<file path="config.mk">
export PLATFORM = sky130hd
export DESIGN_NAME = mwadd_seq
export DESIGN_NICKNAME = d
export VERILOG_FILES = /design/src/rtl/mwadd_seq.sv
export SDC_FILE = /design/constraint.sdc
export NUM_CORES = 1
export LEC_CHECK = 0
export CORE_MARGIN = 3
export CORE_UTILIZATION = 47
export DETAILED_ROUTE_END_ITERATION = 10
export PLACE_DENSITY = 0.8
export SYNTH_ARGS = -nofsm -noshare
export SYNTH_HDL_FRONTEND = slang
export SYNTH_SLANG_ARGS = --single-unit
</file>
<file path="constraint.sdc">
create_clock -name clk -period 3.1 [get_ports clk]
set_clock_uncertainty 0.15 [all_clocks]
set_input_delay 0.31 -clock clk [delete_from_list [all_inputs] [get_ports clk]]
set_output_delay 0.31 -clock clk [all_outputs]
set_load 0.005 [all_outputs]
</file>
<file path="src/rtl/mwadd_seq.sv">
// mwadd_seq: multi-word adder that reuses one external 8-bit carry-propagate
// adder, one slice per clock, least-significant slice first.
//
// Optional feature: define MWADD_OVF_EN to compute signed overflow from the
// top slice (slice_c7 ^ slice_c6). Without it, ovf is tied to 0 and slice_c6
// is ignored.
//
// Handshake (both sides): a transfer happens on a rising edge where valid and
// ready are both 1. in_ready is 1 only in IDLE. out_valid is 1 only in DONE,
// and sum/co/ovf stay stable until out_valid & out_ready.
//
// dbg_state exposes the FSM state register for observation.
module mwadd_seq #(
  parameter int NSLICE = 4
) (
  input  logic                  clk,
  input  logic                  rst_n,
  input  logic                  in_valid,
  output logic                  in_ready,
  input  logic [8*NSLICE-1:0]   a,
  input  logic [8*NSLICE-1:0]   b,
  input  logic                  ci,
  output logic [7:0]            slice_a,
  output logic [7:0]            slice_b,
  output logic                  slice_ci,
  input  logic [7:0]            slice_s,
  input  logic                  slice_c7,
  input  logic                  slice_c6,
  output logic                  out_valid,
  input  logic                  out_ready,
  output logic [8*NSLICE-1:0]   sum,
  output logic                  co,
  output logic                  ovf,
  output logic [1:0]            dbg_state
);

  localparam int W  = 8 * NSLICE;
  localparam int IW = (NSLICE > 1) ? $clog2(NSLICE) : 1;
  localparam logic [IW-1:0] LAST = IW'(NSLICE - 1);

  typedef enum logic [1:0] {
    S_IDLE = 2'd0,
    S_BUSY = 2'd1,
    S_DONE = 2'd2
  } state_t;

  state_t          state;
  logic [IW-1:0]   idx;
  logic            carry;
  logic [W-1:0]    a_reg;
  logic [W-1:0]    b_reg;
  logic [W-1:0]    sum_reg;
  logic            co_reg;

  // FSM plus datapath registers; one slice is folded into sum_reg per BUSY cycle
  always_ff @(posedge clk or negedge rst_n) begin
    if (!rst_n) begin
      state   <= S_IDLE;
      idx     <= '0;
      carry   <= 1'b0;
      a_reg   <= '0;
      b_reg   <= '0;
      sum_reg <= '0;
      co_reg  <= 1'b0;
    end else begin
      case (state)
        S_IDLE: begin
          if (in_valid) begin
            a_reg   <= a;
            b_reg   <= b;
            carry   <= ci;
            idx     <= '0;
            sum_reg <= '0;
            state   <= S_BUSY;
          end
        end
        S_BUSY: begin
          sum_reg[8*idx +: 8] <= slice_s;
          carry               <= slice_c7;
          if (idx == LAST) begin
            idx    <= '0;
            co_reg <= slice_c7;
            state  <= S_DONE;
          end else begin
            idx <= idx + 1'b1;
          end
        end
        S_DONE: begin
          if (out_ready) begin
            state <= S_IDLE;
          end
        end
        default: state <= S_IDLE;
      endcase
    end
  end

`ifdef MWADD_OVF_EN
  logic ovf_reg;

  // Signed overflow of the whole word is the carry-in/carry-out disagreement of its sign bit
  always_ff @(posedge clk or negedge rst_n) begin
    if (!rst_n) begin
      ovf_reg <= 1'b0;
    end else if (state == S_BUSY && idx == LAST) begin
      ovf_reg <= slice_c7 ^ slice_c6;
    end
  end

  assign ovf = ovf_reg;
`else
  logic unused_c6;
  assign unused_c6 = slice_c6;
  assign ovf       = 1'b0;
`endif

  // Adder operands come only from registers, and are zero outside BUSY
  always_comb begin
    slice_a  = 8'h00;
    slice_b  = 8'h00;
    slice_ci = 1'b0;
    if (state == S_BUSY) begin
      slice_a  = a_reg[8*idx +: 8];
      slice_b  = b_reg[8*idx +: 8];
      slice_ci = carry;
    end
  end

  assign in_ready  = (state == S_IDLE);
  assign out_valid = (state == S_DONE);
  assign sum       = sum_reg;
  assign co        = co_reg;
  assign dbg_state = state;

endmodule

</file>
Yosys cells after proc, flatten, opt, wreduce, memory -nomap -nowiden
Index checks and enable logic that the tools add are counted.
W data, S select, Z words.
{"block": "word_totals", "regBits": 102, "mem_count": 0, "out_inout_bits": 55, "in_bits": 79, "mem_bits_rw": 0, "wordCells": 40, "rom_bits": 0, "latchBits": 0}
{"block": "classes", "bitwise_logic": 0, "order_cmp": 0, "n_reduce_logical": 6, "muxes": 15, "mul": 0, "shift": 4, "eq_ne": 6, "n_div": 0, "addsub": 2}
{"op": "$pmux W32 S2", "count": 1}
{"op": "$shiftx A32 B6 Y8", "count": 2}
{"op": "$neg A5 Y34", "count": 1}
{"op": "$shift A8 B34 Y32 const A", "count": 1}
{"op": "$shiftx A8 B34 Y32", "count": 1}
{"op": "$bwmux W32", "count": 1}
{"op": "$mux W32", "count": 1}
{"op": "$mux W8", "count": 2}
{"op": "$mux W2", "count": 5}
{"op": "$pmux W2 S3", "count": 1}
{"op": "$reduce_and A2 Y1", "count": 3}
{"op": "$eq A2 B2 Y1 const B", "count": 2}
{"op": "$ne A2 B2 Y1 const B", "count": 2}
{"op": "$pmux W2 S2", "count": 1}
{"op": "$reduce_and A3 Y1", "count": 1}
{"op": "$add A2 B1 Y2 const B", "count": 1}
{"op": "$eq A2 B1 Y1 const B", "count": 1}
{"op": "$logic_not A2 Y1", "count": 1}
{"op": "$mux W1", "count": 2}
{"op": "$ne A2 B1 Y1 const B", "count": 1}
{"op": "$pmux W1 S2", "count": 1}
{"op": "$reduce_bool A2 Y1", "count": 1}

Depth between registers and ports, before layout
Gate-level depths: netlist of run 1.
{"block": "depth", "ltp_word": 4, "mapped_depth": 8, "mapped_depth_nobuf": 5}

Worst setup path before layout of run 1
OpenSTA, ideal clock, no wires.
{"block": "synth_path", "path_kind": "register to register", "startpoint": "register idx[1]", "endpoint": "register sum_reg[16], in the netlist sum[16]", "arrival_time_ns": 2.037, "required_time_ns": 2.883, "path_slack_ns": 0.846, "path_stages_with_launch": 8, "setup_ns": 0.067, "n_path_buf": 2, "cell_sequence": "dfrtp_1 > buf_2 > buf_1 > inv_1 > ha_1 > nand2b_1 > nor4b_4 > a22o_1"}
{"block": "synth_between", "elab_chain_len": 4, "word_cells_on_any_way": 5, "cone_classes": "add/sub: 1; shift: 2; mux: 2"}
{"item": "from (decl)", "line_no": "48", "text": "logic [IW-1:0] idx;"}
{"item": "from (signal assigned)", "line_no": "85", "text": "idx <= idx + 1'b1;"}
{"item": "$neg A5 Y34 (*)", "line_no": "78", "text": "sum_reg[8*idx +: 8] <= slice_s;"}
{"item": "$shiftx A8 B34 Y32 or $shift A8 B34 Y32 (tied branches)", "line_no": "78"}
{"item": "$bwmux W32 (*)", "line_no": "78"}
{"item": "$pmux W32 S2 (*)", "line_no": "66", "text": "case (state)"}
{"item": "to (signal, indexed assignment)", "line_no": "78"}
{"item": "to (decl)", "line_no": "52", "text": "logic [W-1:0] sum_reg;"}
Every way passes the cells marked *; elsewhere a longest branch is shown, timed or not.
A chain may end at the register's enable or synchronous reset.

Final worst setup path of run 1
{"block": "layout_path", "startpoint": "register idx[0]", "endpoint": "output port slice_a[0]"}
{"block": "layout_between", "elab_chain_len": 2}
{"item": "$shiftx A32 B6 Y8", "line_no": "123", "text": "slice_a = a_reg[8*idx +: 8];"}
{"item": "$mux W8", "line_no": "122", "text": "if (state == S_BUSY) begin"}
{"item": "to (decl)", "line_no": "23", "text": "output logic [7:0] slice_a,"}
No other way between the ends.

==> qor.csv, run 1 <==
metric,value,unit
DRT iter0 DRCs,87,
Clock transition at path regs,100,ps
FP Rows,34,
met2 Usage GRT,30.65,%
Die ar.,10720,sq um
CP max FO,25,
Pwr Density,935.8,nW/um^2
crit path capture type,primary output,
peak supply drop,481.1,uV
post-DP HPWL,6.900,mm
Finish-stage setup viols,0,
Synth Cell Area,4472,sq um
Die Ht,103.5,um
yosys synthesis warning count,0,
I/O Buffers,131,
Root Buffer,clkbuf_8,
CTS tree,done,
Placed Instances,536,
Reg2Reg Depth,5,
Max Fclk,0.3454,GHz
GPL Wtd Cong,0.7608,
DR vias/cell,5.333,
Routed Antenna Nets,0,
"Seq/Total Area, Yosys",57.08,%
Num CTS Buffers,9,
P_leak,0.002580,uW
DRT Wirelength,9.700,mm
worst path cell trace,"mux4_2, and2_1, clkdlybuf4s50_1",
cell count after synthesis,294,
WS Path Type,flip-flop to primary output,
worst-skew pair later-pin latency,360,ps
Worst Tran Pin Value,805.7,ps
largest net degree at the start of global routing,70,
headroom to the max-slew limit,46.29,%
status,finished clean,
via count,2949,
Final Hold Vio Count,0,
flop-to-flop setup slack,520,ps
DR DRC count,0,
CP peak stage delay,850,ps
met3 global-route usage,4.167,%
fin crit share,93.39,%
number of detailed-route iterations in the first pass,4,
Ports,134,
CP startpoint,idx[0]$_DFFE_PN0P_,
Synth Register Bits,102,
"Arr. time, crit path",2440,ps
Reg-to-Reg Start,idx[0]$_DFFE_PN0P_,
fin cells,553,
Worst Hold Class,flip-flop to flip-flop,
Mean Syn Cell Area,15.21,sq um
Chip Width,103.5,um
max_cap viols,0,
Resized Gates After CTS,0,
antenna fix cells,0,
total grt overflow,0,
"Data required, critical path",2640,ps
total track usage,18.25,%
synthesis-to-layout area growth,36.21,%
Post-layout nets,507,
Initial Util,49.82,%
Worst Setup EP,slice_a[0],
met1 Use GR,23.70,%
worst r2r dst,sum[13]$_DFFE_PN0P_,
element type at the critical path start,flip-flop,
WL/cell,17.54,um
count of unique library cells instantiated by Yosys,28,
core area,8976,sq um
vias in the first global route,3080,
Max Slew Vio Count,0,
H-tree levels,3,
initial antenna violation count,0,
Hold Crit Start,a_reg[15]$_DFFE_PN0P_,
"Slowest-stage cell, CP",dfrtp_2,
Fin Setup TNS,0,ps
layout cells sized above 1,25.29,%
Syn Nets,379,
first-pass GRT wire length,15.90,mm
min Tclk post-route,2895,ps
GRT busiest layer,met2,
CTS Sinks,102,
RSZ-0062 raised after global routing,false,
Clock Path Buffers,2,
-- worst max-delay path: cells and delay by family, from the launching register on --
| family | cells | cell delay, ps |
|---|---|---|
| buf+inv | 1 | 450 |
| mux | 1 | 590 |
| simple gates | 1 | 180 |
| flops | 1 | 850 |
-- repair_timing --
action,CTS,global route
buffers inserted,0,0
hold endpoints to repair,61,0
hold buffers,1,0
-- report_power, final --
part | total, uW | switching (uW) | leakage (uW) | internal, uW
sequential | 2310 | 403 | 0.00126 | 1910
clock | 806 | 496 | 0.0000907 | 310
combinational | 2580 | 903 | 0.00122 | 1680
-- through the flow --
stage,area [sq um],power [uW],hold slack [ps],utilization [%],worst slack (ps)
final,6091,5700,359.0,67.86,204.8
after global routing,6091,6055,379.5,67.86,65.71
after CTS,6091,5773,361.6,67.86,140.0
after detailed placement,5888,4956,301.3,65.60,466.0
after global placement,5888,4859,288.9,65.60,503.6
after floorplan,4472,3833,-135.6,-,845.7
-- layout make-up --
type / count / area (sq um)
Sequential cell: 102 / 2554
Inverter: 5 / 18.77
Tap cell: 126 / 157.7
Clock inverter: 7 / 68.82
Clock buffer: 9 / 123.9
Multi-Input combinational cell: 168 / 1794
Timing Repair Buffer: 136 / 1374
Fill cell: 646 / 2885
-- synthesized netlist by cell type --
| cell type | count | area (sq um) |
|---|---|---|
| nand3_1 | 3 | 15.01 |
| buf_6 | 3 | 33.78 |
| inv_1 | 5 | 18.77 |
| and4_1 | 1 | 8.760 |
| mux2_2 | 60 | 675.7 |
| o21ai_0 | 3 | 15.01 |
| buf_4 | 1 | 7.510 |
| conb_1 | 1 | 3.750 |
| dfrtp_1 | 102 | 2552 |
| mux2_4 | 5 | 75.07 |
| o211ai_1 | 1 | 7.510 |
| and2_1 | 17 | 106.4 |
| a21o_1 | 4 | 30.03 |
| clkbuf_1 | 3 | 11.26 |
| or3b_1 | 1 | 8.760 |
| nor4b_4 | 1 | 23.77 |
| ha_1 | 6 | 75.07 |
| nor2_1 | 1 | 3.750 |
| nor4_4 | 1 | 21.27 |
| buf_1 | 1 | 3.750 |
| o31ai_1 | 1 | 7.510 |
| nand2b_1 | 4 | 25.02 |
| nor3_2 | 1 | 10.01 |
| nand2_1 | 8 | 30.03 |
| buf_2 | 11 | 55.05 |
| nor2b_1 | 1 | 6.260 |
| mux4_2 | 16 | 360.4 |
| a22o_1 | 32 | 280.3 |
-- placed cells by master, fill, tap and decap left out, drive strengths merged, types with 2 or more instances in the layout --
cell type	count
and2	17
ha	6
a21o	4
nand3	3
buf	5
mux2	65
mux4	16
inv	7
clkinvlp	2
a22o	32
o21ai	3
dfrtp	102
clkinv	3
clkbuf	9
clkdlybuf4s50	130
nand2	8
nand2b	4
-- per-layer routing --
layer | wire length [um] | vias up
li1 | - | 1334
met1 | 4166 | 1515
met2 | 4850 | 89
met3 | 556 | 11
met4 | 126 | 0
met5 | 0 | -
-- how the worst min path moves through the flow --
| stage | end | slack [ps] | depth (start not counted) |
|---|---|---|---|
| 5_1_grt | a_reg[30]$_DFFE_PN0P_ | 380 | 1 |
| 3_3_place_gp | b_reg[1]$_DFFE_PN0P_ | 290 | 1 |
| 3_5_place_dp | b_reg[9]$_DFFE_PN0P_ | 300 | 1 |
| 4_1_cts | a_reg[19]$_DFFE_PN0P_ | 360 | 1 |
| 6_report | a_reg[15]$_DFFE_PN0P_ | 360 | 1 |
| 2_1_floorplan | a_reg[0]$_DFFE_PN0P_ | -140 | 0 |
-- cells by family (layout without fill, tap and decap cells) --
kind of cell / Yosys count / after routing / synth area share [%]
muxes: 81 / 81 / 24.85
and+or+nand+nor: 39 / 39 / 5.792
DFF: 102 / 102 / 57.08
adders and majority gates: 6 / 6 / 1.679
AOI/OAI and AO/OA: 41 / 41 / 7.611
other: 1 / 1 / 0.08386
buffers and inverters: 24 / 157 / 2.910
No activity file was read; power rests on OpenSTA's default activity.
==> run 2: changes to the inputs <==
PLACE_DENSITY = 0.78   (was 0.8)
==> run 2 against run 1 <==
Against the previous run: the run now ends with negative hold slack left; via count shrank 1.1%; global-route usage is 0.47 points higher; die area unchanged; non-clock buffer count grew 2; worst setup slack got worse by 12 ps; critical path depth is the same; critical endpoint is now slice_a[7].
==> qor.csv, run 2 (synthesis gave the netlist of run 1 again) <==
metric,value,unit,change
CP startpoint,idx[0]$_DFFE_PN0P_,,
Reg2Reg Depth,5,,unchanged
Resized Gates After CTS,0,,unchanged
Clock Path Buffers,2,,unchanged
"most common cell after layout, fill and taps aside",clkdlybuf4s50_1,,
min Tclk post-route,2907,ps,+11.60 ps
first-pass GRT wire length,16.31,mm,+2.6%
"Data required, critical path",2640,ps,about the same
DR DRC count,0,,unchanged
Placed Instances,539,,+0.56%
Worst Tran Pin Value,1014,ps,+208.1 ps
Final Hold Vio Count,58,,+58
worst r2r dst,sum[12]$_DFFE_PN0P_,,
"commonest cells after routing, fill and taps aside","clkdlybuf4s50_1, dfrtp_1, mux2_2, a22o_1, and2_1",,
synthesis-to-layout area growth,35.73,%,
element type at the critical path start,flip-flop,,
total grt overflow,0,,unchanged
Final Util,67.62,%,-0.24 points
Max Slew Vio Count,0,,unchanged
Worst Setup EP,slice_a[7],,
Pwr Density,937.1,nW/um^2,+0.13%
WL/cell,17.51,um,-0.15%
Routed Antenna Nets,0,,unchanged
worst-skew pair later-pin latency,360,ps,about the same
CP peak stage delay,860,ps,about the same
"Arr. time, crit path",2450,ps,about the same
status,finished with violations,,
FP Rows,34,,unchanged
Die ar.,10720,sq um,unchanged
number of detailed-route iterations in the first pass,4,,unchanged
CP max FO,25,,unchanged
Max Fclk,0.3440,GHz,-0.40%
Root Buffer,clkbuf_8,,
CTS Sinks,102,,unchanged
CTS tree,done,,
Ports,134,,unchanged
met3 routed WL,493,um,-11%
Initial Util,49.82,%,unchanged
initial antenna violation count,0,,unchanged
Worst Hold Class,input pin to asynchronous set/reset pin,,
Clock transition at path regs,110,ps,about the same
GPL Wtd Cong,0.7772,,+2.2%
RSZ-0062 raised after global routing,false,,
layout cells sized above 1,25.64,%,+0.35 points
DRT iter0 DRCs,78,,-10%
P_leak,0.002579,uW,about the same
core area,8976,sq um,unchanged
WHS,-33.76,ps,-392.8 ps
largest net degree at the start of global routing,83,,+19%
crit path capture type,primary output,,
Reg-to-Reg Start,idx[0]$_DFFE_PN0P_,,
met2 wire len,4.905,mm,+1.1%
Finish-stage setup viols,0,,unchanged
Num CTS Buffers,9,,unchanged
failing checks,negative hold slack,,
via count,2917,,-1.1%
H-tree levels,3,,unchanged
total track usage,18.72,%,+0.47 points
# fillers,656,,+1.5%
WS Path Type,flip-flop to primary output,,
Top Metal Used,met4,,
wire length on met1,4.198,mm,+0.77%
Chip Width,103.5,um,unchanged
Fin Setup TNS,0,ps,unchanged
"Slowest-stage cell, CP",dfrtp_2,,
Post-layout nets,509,,+0.39%
Post CTS Setup Buffer Count,0,,unchanged
peak supply drop,420.2,uV,-13%
vias in the first global route,3210,,+4.2%
DR vias/cell,5.256,,-1.4%
max_cap viols,0,,unchanged
post-DP HPWL,7.028,mm,+1.9%
worst path cell trace,"mux4_2, and2_1, clkdlybuf4s50_1",,
Die Ht,103.5,um,unchanged
antenna fix cells,0,,unchanged
fin crit share,93.77,%,+0.37 points
flop-to-flop setup slack,500,ps,-20 ps
CTS Hold Buffers Added,0,,-1
I/O Buffers,131,,unchanged
fin cells,555,,+0.36%
headroom to the max-slew limit,32.41,%,-14 points
DRT Wirelength,9.720,mm,+0.21%
[run 2: cell types whose count changed in the layout (fill, tap and decap cells not counted), sizes merged]
cell / delta
buf: +3
inv: +2
dlygate4sd3: -1
clkinv: -2
[run 2: worst min-delay path by stage]
stage                     startpoint               endpoint  slack [ps]  cells after the start
6_report                       rst_n  b_reg[24]$_DFFE_PN0P_         -30                      1
5_1_grt                        rst_n  b_reg[24]$_DFFE_PN0P_          50                      1
4_1_cts                        rst_n  b_reg[24]$_DFFE_PN0P_        0.06                      1
3_5_place_dp   b_reg[19]$_DFFE_PN0P_  b_reg[19]$_DFFE_PN0P_         340                      1
3_3_place_gp   a_reg[15]$_DFFE_PN0P_  a_reg[15]$_DFFE_PN0P_         330                      1
2_1_floorplan                  rst_n   a_reg[0]$_DFFE_PN0P_        -140                      0
[run 2: final cells by class]
type	count	area [sq um]	area share, %
well taps	126	157.7	2.597
clock buffers	9	123.9	2.041
clock inverters	7	62.56	1.031
multi-input cells	168	1792	29.52
repair buffers	138	1361	22.43
inverters	5	18.77	0.3092
flip-flops and latches	102	2554	42.07
[run 2: per-layer routing]
metal  up-vias  global-route usage [%]
met5         -                       0
met4         0                   6.268
met3        10                   3.980
met2        86                   32.20
met1      1482                   23.68
li1       1339                       -
[run 2: per-stage QoR]
step	hold slack, ps	setup slack (ps)	total power, uW	instance area [sq um]
global placement	332.6	523.7	4872	5883
CTS	0.05740	115.4	5765	6070
detailed placement	338.1	468.3	4954	5883
global route	51.07	33.62	6077	6070
finish	-33.76	193.2	5688	6070
floorplan	-135.6	845.7	3833	4472
[run 2: worst max-delay path, delay by kind of cell (launching register included)]
| family | cells | cell delay, ps |
|---|---|---|
| buf+inv | 1 | 470 |
| flops | 1 | 860 |
| mux | 1 | 580 |
| simple gates | 1 | 170 |
[run 2: report_power, final]
| group | internal, uW | switching [uW] |
|---|---|---|
| Clock | 311 | 491 |
| Sequential | 1910 | 397 |
| Combinational | 1680 | 900 |
| Total | 3900 | 1790 |
==> run 3: changes to the inputs <==
==> constraint.sdc (replaced) <==
create_clock -name clk -period 3.1 [get_ports clk]
set_clock_uncertainty 0.15 [all_clocks]
set_input_delay 0.62 -clock clk [delete_from_list [all_inputs] [get_ports clk]]
set_output_delay 0.62 -clock clk [all_outputs]
set_load 0.005 [all_outputs]
==> run 3 against run 2 <==
Against the previous run: the flow now finishes without violations; critical path depth grew 1; total power up 1.5%; combinational power up 4%; critical endpoint unchanged.
==> qor.csv, run 3 (synthesis gave the netlist of run 1 again) <==
metric,value,unit,change
status,finished clean,,
element type at the critical path start,flip-flop,,
flop-to-flop setup slack,920,ps,+420 ps
"CP delay by family, top",buffers and inverters,,
Max Slew Vio Count,0,,unchanged
Pwr Density,946.9,nW/um^2,+1.0%
"Arr. time, crit path",2110,ps,-340 ps
P_sw,1761,uW,-1.5%
first-pass GRT wire length,15.86,mm,-2.8%
min Tclk post-route,2879,ps,-27.91 ps
via count,2880,,-1.3%
Tot Pwr,5776,uW,+1.5%
FP Rows,34,,unchanged
core area,8976,sq um,unchanged
Num CTS Buffers,9,,unchanged
headroom to the max-slew limit,33.29,%,+0.87 points
DR vias/cell,5.208,,-0.91%
WL/cell,17.36,um,-0.89%
Comb power frac,46.6,%,+1.2 points
DP Worst Slack,427.5,ps,-40.87 ps
CTS Sinks,102,,unchanged
Routed Antenna Nets,0,,unchanged
Fin Setup TNS,0,ps,unchanged
total track usage,18.34,%,-0.38 points
WS Path Type,flip-flop to primary output,,
worst-skew pair later-pin latency,350,ps,about the same
"commonest cells after routing, fill and taps aside","clkdlybuf4s50_1, dfrtp_1, mux2_2, a22o_1, and2_1",,
DR DRC count,0,,unchanged
total grt overflow,0,,unchanged
PnR worst setup slack,221.2,ps,+27.91 ps
CP peak stage delay,520,ps,-340 ps
CP max FO,25,,unchanged
number of detailed-route iterations in the first pass,4,,unchanged
Sw Share,30.49,%,-0.94 points
crit path capture type,primary output,,
worst path cell trace,"buf_12, mux4_2, and2_1, clkdlybuf4s50_1",,
Max Fclk,0.3474,GHz,+0.97%
I/O Buffers,131,,unchanged
DRT Wirelength,9.599,mm,-1.2%
synthesis-to-layout area growth,36.40,%,
"Data required, critical path",2330,ps,-310 ps
Placed Instances,537,,-0.37%
share of total power in the clock network,14.9,%,+0.8 points
Power Internal,4014,uW,+2.9%
Flop pwr share,38.6,%,-1.9 points
H-tree levels,3,,unchanged
"Slowest-stage cell, CP",mux4_2,,
Clock transition at path regs,100,ps,about the same
Chip Width,103.5,um,unchanged
Worst Tran Pin Value,1001,ps,-13.09 ps
"most common cell after layout, fill and taps aside",clkdlybuf4s50_1,,
DRT iter0 DRCs,81,,+3.8%
Root Buffer,clkbuf_8,,
max_cap viols,0,,unchanged
Ports,134,,unchanged
CTS Hold Buffers Added,0,,unchanged
GPL Wtd Cong,0.7692,,-1.0%
post-DP HPWL,6.957,mm,-1.0%
Worst Hold Class,input pin to asynchronous set/reset pin,,
Post CTS Setup Buffer Count,0,,unchanged
Die Ht,103.5,um,unchanged
Finish-stage setup viols,0,,unchanged
RSZ-0062 raised after global routing,false,,
fin crit share,92.87,%,-0.90 points
layout cells sized above 1,25.29,%,-0.35 points
antenna fix cells,0,,unchanged
CP bufs+invs,2,,+1
initial antenna violation count,0,,unchanged
Final Hold Vio Count,0,,-100%
Resized Gates After CTS,0,,unchanged
Clock Path Buffers,2,,unchanged
Post-layout nets,507,,-0.39%
CTS tree,done,,
peak supply drop,445.3,uV,+6.0%
largest net degree at the start of global routing,70,,-16%
fin cells,553,,-0.36%
Initial Util,49.82,%,unchanged
vias in the first global route,3127,,-2.6%
P_leak,0.002591,uW,+0.45%
Die ar.,10720,sq um,unchanged
## run 3: cell count changes in the layout (fill, tap and decap cells not counted), sizes merged
cell      previous run  this run
clkbuf               9        10
buf                  8         6
bufinv               0         1
clkinvlp             2         1
clkinv               1         2
inv                  9         7
## run 3: layout make-up
class	count	area, sq um
Inverter	5	18.77
Sequential cell	102	2554
Timing Repair Buffer	136	1371
Multi-Input combinational cell	168	1792
Clock inverter	6	68.82
Fill cell	664	2877
Tap cell	126	157.7
Clock buffer	10	137.6
## run 3: power groups by stage
stage          clock network [uW]  registers (uW)  logic, uW
2_1_floorplan                   0            2150       1680
3_3_place_gp                    0            2220       2670
3_5_place_dp                    0            2260       2730
4_1_cts                       885            2230       2750
5_1_grt                       937            2300       2910
6_report                      859            2230       2690
## run 3: worst reg2reg max path: cells and delay by family (launching register included)
family          cells  cell delay (ps)
fa+ha+maj           1              380
compound gates      1              210
simple gates        2              610
buf+inv             2              440
flops               1              340
## run 3: worst paths after layout
path | endpoint | start | cells past startpoint
worst max-delay path | slice_a[7] | idx[0]$_DFFE_PN0P_ | 4
worst min-delay path | dbg_state[1]$_DFFE_PN0P_ | rst_n | 1
worst max register to register | sum[17]$_DFFE_PN0P_ | idx[1]$_DFFE_PN0P_ | 6
worst min register to register | a_reg[23]$_DFFE_PN0P_ | a_reg[23]$_DFFE_PN0P_ | 1
max in group asynchronous | a_reg[15]$_DFFE_PN0P_ | rst_n | 2
min in group clk | a_reg[23]$_DFFE_PN0P_ | a_reg[23]$_DFFE_PN0P_ | 1
## run 3: layer usage
layer,routed length (um),vias to the layer above,track usage [%]
li1,-,1335,-
met1,4194,1449,23.80
met2,4802,84,30.79
met3,468,12,4.104
met4,133,0,5.983
met5,0,-,0
## run 3: through the flow
stage | hold slack (ps) | area, sq um | util (%)
2_1_floorplan | 174.4 | 4472 | -
3_3_place_gp | 333.1 | 5893 | 65.65
3_5_place_dp | 339.2 | 5893 | 65.65
4_1_cts | 147.2 | 6100 | 67.95
5_1_grt | 168.6 | 6100 | 67.95
6_report | 128.1 | 6100 | 67.95
